===== config.mk =====
export PLATFORM = sky130hd
export DESIGN_NAME = mcu_console_fifo
export DESIGN_NICKNAME = d
export VERILOG_FILES = /design/src/rtl/mcu_console_fifo.sv
export SDC_FILE = /design/constraint.sdc
export NUM_CORES = 1
export LEC_CHECK = 0
export ABC_CLOCK_PERIOD_IN_PS = 2600
export CAP_MARGIN = 20
export CORE_ASPECT_RATIO = 0.75
export CORE_MARGIN = 10
export CORE_UTILIZATION = 39
export CTS_CLUSTER_DIAMETER = 100
export DETAILED_ROUTE_END_ITERATION = 6
export PLACE_DENSITY_LB_ADDON = 0.1
export SLEW_MARGIN = 25
export SYNTH_ARGS = -nofsm -noshare
export SYNTH_HDL_FRONTEND = slang
export SYNTH_SLANG_ARGS = --single-unit

===== constraint.sdc =====
create_clock -name CLK_MCU -period 2.6 [get_ports CLK_MCU]
set_input_delay 0.52 -clock CLK_MCU [delete_from_list [all_inputs] [get_ports CLK_MCU]]
set_output_delay 0.52 -clock CLK_MCU [all_outputs]
set_load 0.02 [all_outputs]

===== src/rtl/mcu_console_fifo.sv =====
// MCU-to-console data FIFO with synchronised console strobes, level tracking,
// refill watermark, sticky overflow/underflow flags and a show-ahead head word.
module mcu_console_fifo #(
  parameter int unsigned WIDTH       = 16,
  parameter int unsigned DEPTH       = 8,
  parameter int unsigned LOW_WATER   = 0,
  parameter int unsigned SWAP_BYTES  = 1,
  parameter int unsigned SYNC_STAGES = 2
) (
  input  logic                     CLK_MCU,
  input  logic                     nRESET,
  input  logic                     MCU_WR,
  input  logic [WIDTH-1:0]         MCU_DIN,
  input  logic                     CON_RD_ASYNC,
  input  logic                     CON_FLUSH_ASYNC,
  input  logic                     STAT_CLR,
  output logic [WIDTH-1:0]         CON_DOUT,
  output logic [$clog2(DEPTH):0]   LEVEL,
  output logic                     FULL,
  output logic                     EMPTY,
  output logic                     REFILL_REQ,
  output logic                     OVERFLOW,
  output logic                     UNDERFLOW
);

  localparam int unsigned AW = $clog2(DEPTH);
  localparam int unsigned LW = AW + 1;

  typedef logic [AW-1:0] ptr_t;
  typedef logic [LW-1:0] lvl_t;

  localparam lvl_t LVL_FULL = lvl_t'(DEPTH);
  localparam lvl_t LVL_LOW  = lvl_t'(LOW_WATER);

  logic [WIDTH-1:0] mem [DEPTH];

  ptr_t wr_ptr, rd_ptr;
  ptr_t wr_ptr_nxt, rd_ptr_nxt;
  lvl_t level_nxt;
  logic [WIDTH-1:0] head_nxt;
  logic [WIDTH-1:0] wr_data;

  logic [SYNC_STAGES-1:0] rd_sync, flush_sync;
  logic rd_last, flush_last;
  logic pop_ev, flush_ev;
  logic pop_ok, pop_empty, push_ok, push_drop;

  generate
    if (SWAP_BYTES != 0) begin : g_swap
      assign wr_data = {MCU_DIN[WIDTH/2-1:0], MCU_DIN[WIDTH-1:WIDTH/2]};
    end else begin : g_noswap
      assign wr_data = MCU_DIN;
    end
  endgenerate

  always_ff @(posedge CLK_MCU or negedge nRESET) begin
    if (!nRESET) begin
      rd_sync    <= '0;
      flush_sync <= '0;
      rd_last    <= 1'b0;
      flush_last <= 1'b0;
    end else begin
      rd_sync    <= {rd_sync[SYNC_STAGES-2:0], CON_RD_ASYNC};
      flush_sync <= {flush_sync[SYNC_STAGES-2:0], CON_FLUSH_ASYNC};
      rd_last    <= rd_sync[SYNC_STAGES-1];
      flush_last <= flush_sync[SYNC_STAGES-1];
    end
  end

  // Pop on the end of the console access so the head is stable while sampled.
  assign pop_ev   = rd_last & ~rd_sync[SYNC_STAGES-1];
  assign flush_ev = flush_sync[SYNC_STAGES-1] & ~flush_last;

  assign pop_ok    = pop_ev & ~flush_ev & ~EMPTY;
  assign pop_empty = pop_ev & ~flush_ev & EMPTY;
  assign push_ok   = MCU_WR & ~flush_ev & (~FULL | pop_ok);
  assign push_drop = MCU_WR & ~flush_ev & FULL & ~pop_ok;

  always_comb begin
    wr_ptr_nxt = wr_ptr;
    rd_ptr_nxt = rd_ptr;
    level_nxt  = LEVEL;
    if (flush_ev) begin
      wr_ptr_nxt = '0;
      rd_ptr_nxt = '0;
      level_nxt  = '0;
    end else begin
      if (push_ok) wr_ptr_nxt = wr_ptr + ptr_t'(1);
      if (pop_ok)  rd_ptr_nxt = rd_ptr + ptr_t'(1);
      if (push_ok && !pop_ok)      level_nxt = LEVEL + lvl_t'(1);
      else if (pop_ok && !push_ok) level_nxt = LEVEL - lvl_t'(1);
    end
  end

  // The word written this cycle is not yet in mem, so bypass it when it becomes the head.
  always_comb begin
    head_nxt = CON_DOUT;
    if (flush_ev) begin
      head_nxt = mem[rd_ptr_nxt];
    end else if ((pop_ok || EMPTY) && level_nxt != '0) begin
      if (push_ok && wr_ptr == rd_ptr_nxt) head_nxt = wr_data;
      else                                 head_nxt = mem[rd_ptr_nxt];
    end
  end

  always_ff @(posedge CLK_MCU) begin
    if (push_ok) mem[wr_ptr] <= wr_data;
  end

  always_ff @(posedge CLK_MCU or negedge nRESET) begin
    if (!nRESET) begin
      wr_ptr     <= '0;
      rd_ptr     <= '0;
      LEVEL      <= '0;
      FULL       <= 1'b0;
      EMPTY      <= 1'b1;
      CON_DOUT   <= '0;
      REFILL_REQ <= 1'b0;
      OVERFLOW   <= 1'b0;
      UNDERFLOW  <= 1'b0;
    end else begin
      wr_ptr   <= wr_ptr_nxt;
      rd_ptr   <= rd_ptr_nxt;
      LEVEL    <= level_nxt;
      FULL     <= (level_nxt == LVL_FULL);
      EMPTY    <= (level_nxt == '0);
      CON_DOUT <= head_nxt;

      if (flush_ev || (pop_ok && level_nxt <= LVL_LOW)) REFILL_REQ <= 1'b1;
      else if (level_nxt == LVL_FULL)                   REFILL_REQ <= 1'b0;

      if (push_drop)     OVERFLOW <= 1'b1;
      else if (STAT_CLR) OVERFLOW <= 1'b0;

      if (pop_empty)     UNDERFLOW <= 1'b1;
      else if (STAT_CLR) UNDERFLOW <= 1'b0;
    end
  end

endmodule


[Word level (Yosys, flattened, before mapping)]
Memories as Yosys holds them, arrays and structs flattened.
Cells that the tools add are included.
Word-level totals
  register bits after elaboration: 37
  RAM bits: 128
  input bits: 22
  logic and storage cells: 70
  memories kept: 1
Cells by class
  add/subtract/negate cells: 4
  magnitude comparators: 1
  equal/unequal tests: 2
  mux-type cells: 17
  bitwise gates (word level): 16
  reductions and logical operators: 16
Memories
  mem: words 8, bits a word 16, rd ports 1, clocked after memory_dff 0, write ports 1, RTL line 35  | logic [WIDTH-1:0] mem [DEPTH];
Operators by type and width (number)
  $mux 16: 3
  $mux 3: 4
  $mux 4: 3
  $reduce_bool 2->1: 5
  $and 1x1->1: 9
  $mux 1: 7
  $add 3x1->3 const B: 2
  $not 1->1: 6
  $logic_and 1x1->1: 5
  $add 4x1->4 const B: 1
  $eq 4x4->1 const B: 1
  $le 4x1->1 const B: 1
  $logic_not 4->1: 1
  $reduce_bool 4->1: 1
  $sub 4x1->4 const B: 1
  $eq 3x3->1: 1
  $logic_not 1->1: 2
  $logic_or 1x1->1: 2
  $or 1x1->1: 1

[Longest topological paths before layout]
Gate-level depths: netlist of the first run.
  word-level depth: 16
  depth in mapped cells: 11

[Least setup slack after synthesis of the first run]
No wires, ideal clock.
  path type: register to register
  start: reg EMPTY
  end: mem mem[0][0], enable pin
  data arrival time: 2.429 ns
  path slack: -0.238 ns
  stages on the path, launching flop included: 6
  buffers on the path: 1
  clock period less this slack: 2.838 ns
  path through: dfstp_2 > or3b_1 > buf_6 > nand2_1 > nand4b_1 > nor3_1
On the way
  word-level cells in the longest chain between the ends: 6
Ends and longest elaborated chain
  from (decl): RTL line 20  | output logic EMPTY,
  from (signal assigned): RTL line 126  | EMPTY <= (level_nxt == '0);
  $not 1->1: RTL line 74  | assign pop_ok = pop_ev & ~flush_ev & ~EMPTY;
  $and 1x1->1: RTL line 74
  $or 1x1->1: RTL line 76  | assign push_ok = MCU_WR & ~flush_ev & (~FULL | pop_ok);
  $and 1x1->1: RTL line 76
  $mux 1: RTL line 107  | if (push_ok) mem[wr_ptr] <= wr_data;
  $mux 1 (not written as such): RTL line 107
  to (decl): RTL line 35
Every way passes these cells.

[Worst setup path in the final report of the first run]
  start: reg EMPTY
  end: reg CON_DOUT[1]
On the way
  word-level cells in the longest chain between the ends: 12
Ends and longest elaborated chain
  $not 1->1 (*): RTL line 74
  $and 1x1->1 (*): RTL line 74
  $or 1x1->1: RTL line 76
  $and 1x1->1: RTL line 76
  $logic_not 1->1: RTL line 91  | else if (pop_ok && !push_ok) level_nxt = LEVEL - lvl_t'(1);
  $logic_and 1x1->1: RTL line 91
  $mux 4: RTL line 91
  $mux 4 (*): RTL line 90  | if (push_ok && !pop_ok) level_nxt = LEVEL + lvl_t'(1);
  $mux 4 (*): RTL line 83  | if (flush_ev) begin
  named net level_nxt[1]: RTL line 39  | lvl_t level_nxt;
  $reduce_bool 4->1 (*): RTL line 100  | end else if ((pop_ok || EMPTY) && level_nxt != '0) begin
  $logic_and 1x1->1 (*): RTL line 100
  $reduce_bool 2->1 (no line) (*)
  to (signal assigned): RTL line 127  | CON_DOUT <= head_nxt;
  to (decl): RTL line 17  | output logic [WIDTH-1:0] CON_DOUT,
Mark *: on every way through the listed nets, which the timed path passes. The rest lies on a longest branch. The select of a mux whose other input is x is not followed.
A chain may end at the register's enable or synchronous reset.

==> results.cfg, run 1 <==
[run_status]
status = finished clean

[floorplanning]
rows = 41
core_area_sq_um = 16900
start_util_pct = 40.1
die_h_microns = 134
die_area_sq_um = 23100
die_w_microns = 172
io_pins = 47

[critical_path]
path_cells = or3b_1, buf_4, a221oi_2, a211oi_2, a311oi_2, a31o_2, buf_12, nand2_1, o31ai_1
worstPathArrival_ns = 2.81
slowest_delay_ns = 0.47
r2r_cells = 9
critical-path-slowest-cell = or3b_1
cp.required_ns = 2.92
cp-end-kind = flip-flop
start_kind = flip-flop
path_class = reg2reg
r2r_slack_ns = 0.12
worstSetupPathDepth = 9
cpLargestDelayFamily = compound AO/OA/AOI/OAI gates
reg2reg_from = EMPTY
path_buf_inv = 2
regToRegEndpoint = CON_DOUT[1]
worstPathMaxFanout = 20

[yosys]
synthDistinctLibCells = 55
yosysTopAreaCell = edfxtp_1
synth_nets = 468
yosys-top-cells-area = edfxtp_1 57%, dfrtp_1 13%, mux4_2 5.3%
synthFlopType = edfxtp_1
yosysWarnings = 0
yosysMostFrequentCell = edfxtp_1
yosys-top-cells-count = 128 x edfxtp_1, 54 x nand2_1, 36 x dfrtp_1
netlist_instances = 442
yosysSeqAreaShare_pct = 70.2
async_flop_share_pct = 22.4
netlist_area_sq_um = 6790
avgSynthCellArea_sq_um = 15.4
yosys.area.top_type_share_pct = 56.6
ys_ff_latch = 165
synth_edf_count = 128

[drt]
firstDrtPassIters = 5
wl_per_cell_microns = 21.8
ant_nets = 0
initialDrtViolationCount = 340
vias_per_cell = 5.47
drc_errors = 0
vias = 4089
wl_microns = 16300

[clock_network]
cts_resized = 0
clk_path_buf_depth = 2
htree_levels = 4
clock-sinks = 165
cts_tree = yes
clk_pin_slew_worst_paths_ns = 0.06
cts_buffers = 17
cts-root-buf = clkbuf_16
cts_hold_buffers = 0
post-cts-setup-buffers = 0
worstSkewPairLatency_ns = 0.43

[finish]
final_area_sq_um = 8430
n_fill_cell = 1484
register_area_sq_um = 4770
final_layout_size_suffix_gt1_share_pct = 21.2
multi_input_area_sq_um = 1850
n_antenna_cell = 0
num-nets-final = 545
area_delta_synth_final_pct = 24.2

[global_route]
grt_pass1_vias = 4154
grt_first_pass_wirelength_microns = 25300
antenna_found_initial = 0
grt_max_degree = 38
grt-ovfl-total = 0
gr-usage-all-layers_pct = 14.8

[placed_design]
gp_congestion = 0.783
postPlaceCellArea_sq_um = 7800
io_buffers = 46
place_hpwl_microns = 10300
dp_slack_ns = -0.121

[pwr]
leakagePower_nw = 2.99
ir_drop_mv = 0.619
power_mw = 9.29
powerDensity_nw_per_um2 = 1100

[min_path]
worst_hold_path_type = in2async

[timing]
period_share_pct = 95.5
slew_headroom_pct = 39.8
fin_setup_tns_ns = 0
post-route-min-period_ns = 2.48
setup_viol = 0
fin_skew_ns = 0.00809
tightestPinTransition_ns = 0.904
setup_slack_ns = 0.116
hold_violations = 0
clock.fmax_mhz = 403
final_max_slew_viol_count = 0
rsz0062_at_grt = no

[run]
maxCapViolCount = 0
-- worst register-to-register path, delay by kind of cell, from the launching register on --
family	cells	cell delay, ns
buf+inv	2	0.39
simple gates	2	0.54
flops	1	0.39
compound gates	5	1.05
-- metrics by stage --
stage / hold WS [ns] / util [%] / std cells
6_report: 0.222 / 49.8 / 747
5_1_grt: 0.275 / 49.8 / 747
4_1_cts: 0.247 / 49.7 / 747
3_5_place_dp: 0.337 / 46.1 / 715
3_3_place_gp: 0.334 / 46.1 / 715
2_1_floorplan: 0.224 / - / 442
-- layout make-up --
cell class | instances | area share (%)
clock buffers | 20 | 5.55
multi-input cells | 241 | 21.9
well taps | 215 | 3.19
clock inverters | 12 | 1.78
inverters | 9 | 0.460
repair buffers | 85 | 10.5
flip-flops and latches | 165 | 56.6
-- worst max path at each step --
stage / start / endpoint
after detailed placement: MCU_WR / CON_DOUT[1]
after global placement: MCU_WR / CON_DOUT[1]
after global routing: EMPTY / CON_DOUT[12]
after floorplan: EMPTY / CON_DOUT[6]
after CTS: EMPTY / CON_DOUT[1]
final: EMPTY / CON_DOUT[1]
-- metal layers --
layer	track usage [%]	wire (microns)	vias to the layer above
li1	-	-	1878
met5	0	0	-
met1	20.7	7830	2103
met4	4.40	142	0
met3	3.58	756	15
met2	22.3	7600	93
-- registers in the layout, summed over array words and instances, names as in the netlist, 2 cells and up --
signal      count
flush_sync      2
mem           128
wr_ptr          3
CON_DOUT       16
LEVEL           4
rd_sync         2
rd_ptr          3
-- report_power, final --
part           internal [mW]  switching (mW)  leakage [nW]
logic                   1.44            1.71          1.07
clock network           1.59            1.02         0.297
registers               3.28           0.263          1.62
total                   6.31            2.99          2.99
-- kinds of logic (layout without fill, tap and decap cells) --
kind of cell               after synthesis  after routing  share of synthesized area [%]
and+or+nand+nor                        129            129                           9.08
buffers and inverters                   36            126                           2.86
DFF                                    165            165                           70.2
adders and majority gates                4              4                          0.737
muxes                                   19             19                           5.82
xor gates and xnor gates                10             10                           1.57
AOI/OAI and AO/OA                       79             79                           9.69
-- cells in the final DEF, fill, tap and decap left out, drive strengths merged, types with 7 or more instances in the layout --
master         count
nand3              7
inv               10
edfxtp           128
nand2             55
a311oi            16
clkdlybuf4s50     45
a211oi            31
and3              15
clkbuf            20
buf               40
nor2              27
dfrtp             36
mux4              16
o31ai             15
nor3               7
Note: power is estimated with default switching activity, not from simulation.
==> run 2: changes to the inputs <==
--- a/config.mk
+++ b/config.mk
@@ -6,14 +6,12 @@
 export NUM_CORES = 1
 export LEC_CHECK = 0
 export ABC_CLOCK_PERIOD_IN_PS = 2600
-export CAP_MARGIN = 20
 export CORE_ASPECT_RATIO = 0.75
 export CORE_MARGIN = 10
 export CORE_UTILIZATION = 39
 export CTS_CLUSTER_DIAMETER = 100
 export DETAILED_ROUTE_END_ITERATION = 6
 export PLACE_DENSITY_LB_ADDON = 0.1
-export SLEW_MARGIN = 25
 export SYNTH_ARGS = -nofsm -noshare
 export SYNTH_HDL_FRONTEND = slang
 export SYNTH_SLANG_ARGS = --single-unit
==> results of run 2 <==
Same layout as run 1: the final DEF is identical, and so are final timing and power.
==> run 3: changes to the inputs <==
--- a/config.mk
+++ b/config.mk
@@ -7,9 +7,10 @@
 export LEC_CHECK = 0
 export ABC_CLOCK_PERIOD_IN_PS = 2600
 export CORE_ASPECT_RATIO = 0.75
-export CORE_MARGIN = 10
+export CORE_MARGIN = 2
 export CORE_UTILIZATION = 39
 export CTS_CLUSTER_DIAMETER = 100
+export CTS_CLUSTER_SIZE = 8
 export DETAILED_ROUTE_END_ITERATION = 6
 export PLACE_DENSITY_LB_ADDON = 0.1
 export SYNTH_ARGS = -nofsm -noshare
==> run 3 against run 2 <==
Compared with the run above: first-iteration DRC count is 15% lower; maximum frequency is 0.73% higher; flip-flop and latch count stayed put; critical endpoint is now CON_DOUT[9]; highest routed layer unchanged.
==> results.cfg, run 3 (synthesis results as in run 1) <==
[critical_path]
worstPathMaxFanout = 17
start_kind = flip-flop
cp.required_ns = 2.90
path_class = reg2reg
cp-end-kind = flip-flop
worstPathArrival_ns = 2.77

[finish]
final_area_sq_um = 8450
final_layout_size_suffix_gt1_share_pct = 22.1
final_cell_mix = 128 x edfxtp_1, 53 x nand2_1, 45 x clkdlybuf4s50_1, 39 x buf_4, 36 x dfrtp_1
area_delta_synth_final_pct = 24.4
top_register = mem
n_fill_cell = 1411
layout_commonest_cell = edfxtp_1
n_antenna_cell = 0
register_area_sq_um = 4770
num-nets-final = 552
layout.cells.non_filler = 754
largest_reg_flops = 128
finalCoreUtilization_pct = 49.9
multi_input_area_sq_um = 1860
top_regs = mem x128, CON_DOUT x16, LEVEL x4

[min_path]
worst_hold_path_type = in2async

[run]
maxCapViolCount = 0

[pwr]
power_switching_share_pct = 31.8
p_int_mw = 6.34
power_mw = 9.30
leakagePower_nw = 3.01
ir_drop_mv = 0.459
powerDensity_nw_per_um2 = 1100
pwr-share-comb_pct = 34.2
seq_power_share_pct = 37.8
power_frac_clock_pct = 28.1
power.switching_mw = 2.96

[floorplanning]
start_util_pct = 40.1
core_area_sq_um = 16900
die_h_microns = 118
die_area_sq_um = 18500
die_w_microns = 156
rows = 41
io_pins = 47

[global_route]
grt_pass1_vias = 3990
gr-usage-all-layers_pct = 17.9
antenna_found_initial = 0
grt_max_degree = 38
grt-ovfl-total = 0
grt_first_pass_wirelength_microns = 24200

[timing]
final_max_slew_viol_count = 0
fin_setup_tns_ns = 0
slew_headroom_pct = 37.5
setup_slack_ns = 0.134
hold_violations = 0
post-route-min-period_ns = 2.47
fin_skew_ns = 0.0119
period_share_pct = 94.8
clock.fmax_mhz = 406
rsz0062_at_grt = no
whs_ns = 0.244
setup_viol = 0
tightestPinTransition_ns = 0.938

[drt]
wl_per_cell_microns = 21.1
drc_errors = 0
ant_nets = 0
vias_per_cell = 5.40
vias = 4068
firstDrtPassIters = 5
wl_microns = 15900
initialDrtViolationCount = 288

[placed_design]
gp_congestion = 0.795
place_hpwl_microns = 10000
dp.cells = 721
postPlaceCellArea_sq_um = 7780
dp_slack_ns = -0.0602
io_buffers = 46

[run_status]
status = finished clean

[clock_network]
clk_path_buf_depth = 2
cts_buffers = 17
post-cts-setup-buffers = 0
worstSkewPairLatency_ns = 0.42
htree_levels = 4
clk_pin_slew_worst_paths_ns = 0.07
clock-sinks = 165
cts-root-buf = clkbuf_16
cts_tree = yes
cts_hold_buffers = 0
## run 3: cell count changes in the layout (fill, tap and decap cells not counted), sizes merged
cell / before / now
inv: 10 / 9
clkinv: 5 / 6
bufinv: 3 / 4
buf: 40 / 46
## run 3: path summary, 6_finish.rpt
kind | slack [ns] | startpoint | end | depth (start not counted)
hold / removal | 0.24 | nRESET | CON_DOUT[9] | 1
setup reg to reg | 0.13 | EMPTY | CON_DOUT[9] | 8
hold reg to reg | 0.35 | flush_sync[0] | flush_sync[1] | 0
setup / recovery | 0.13 | EMPTY | CON_DOUT[9] | 8
max in group asynchronous | 1.77 | nRESET | wr_ptr[2] | 1
min in group CLK_MCU | 0.35 | flush_sync[0] | flush_sync[1] | 0
## run 3: power by group through the flow
stage	combinational (mW)	sequential, mW	clock, mW
finish	3.18	3.51	2.61
global route	3.43	3.55	2.78
CTS	3.13	3.51	2.67
detailed placement	3.12	3.57	0
global placement	3.08	3.56	0
floorplan	1.75	3.72	0
## run 3: routing by layer
layer	part of all wire (%)	wire [microns]	vias to the layer above	GRT usage [%]
li1	-	-	1892	-
met1	49	7790	2068	26.8
met2	45	7100	95	25.7
met3	4.7	753	13	4.44
met4	1.5	233	0	5.22
met5	0	0	-	0
## run 3: critical path: stages, from the launching register on
cell and delay [ns]:
dfstp_2 0.42, or3b_4 0.44, xnor2_4 0.20, nand2_4 0.08, inv_4 0.08, buf_12 0.17
mux4_2 0.54, a211oi_1 0.31, o31ai_2 0.10
## run 3: area by class of cell
cell class | instances | area share, %
clock buffers | 19 | 5.13
clock inverters | 13 | 2.16
inverters | 9 | 0.430
multi-input cells | 241 | 22.0
flip-flops and latches | 165 | 56.5
well taps | 215 | 3.18
repair buffers | 92 | 10.6
## run 3: timing repair
| action | in CTS | in global routing |
|---|---|---|
| gates resized for setup | 0 | 5 |
| setup endpoints to repair | 0 | 16 |
| hold endpoints to repair | 0 | 0 |
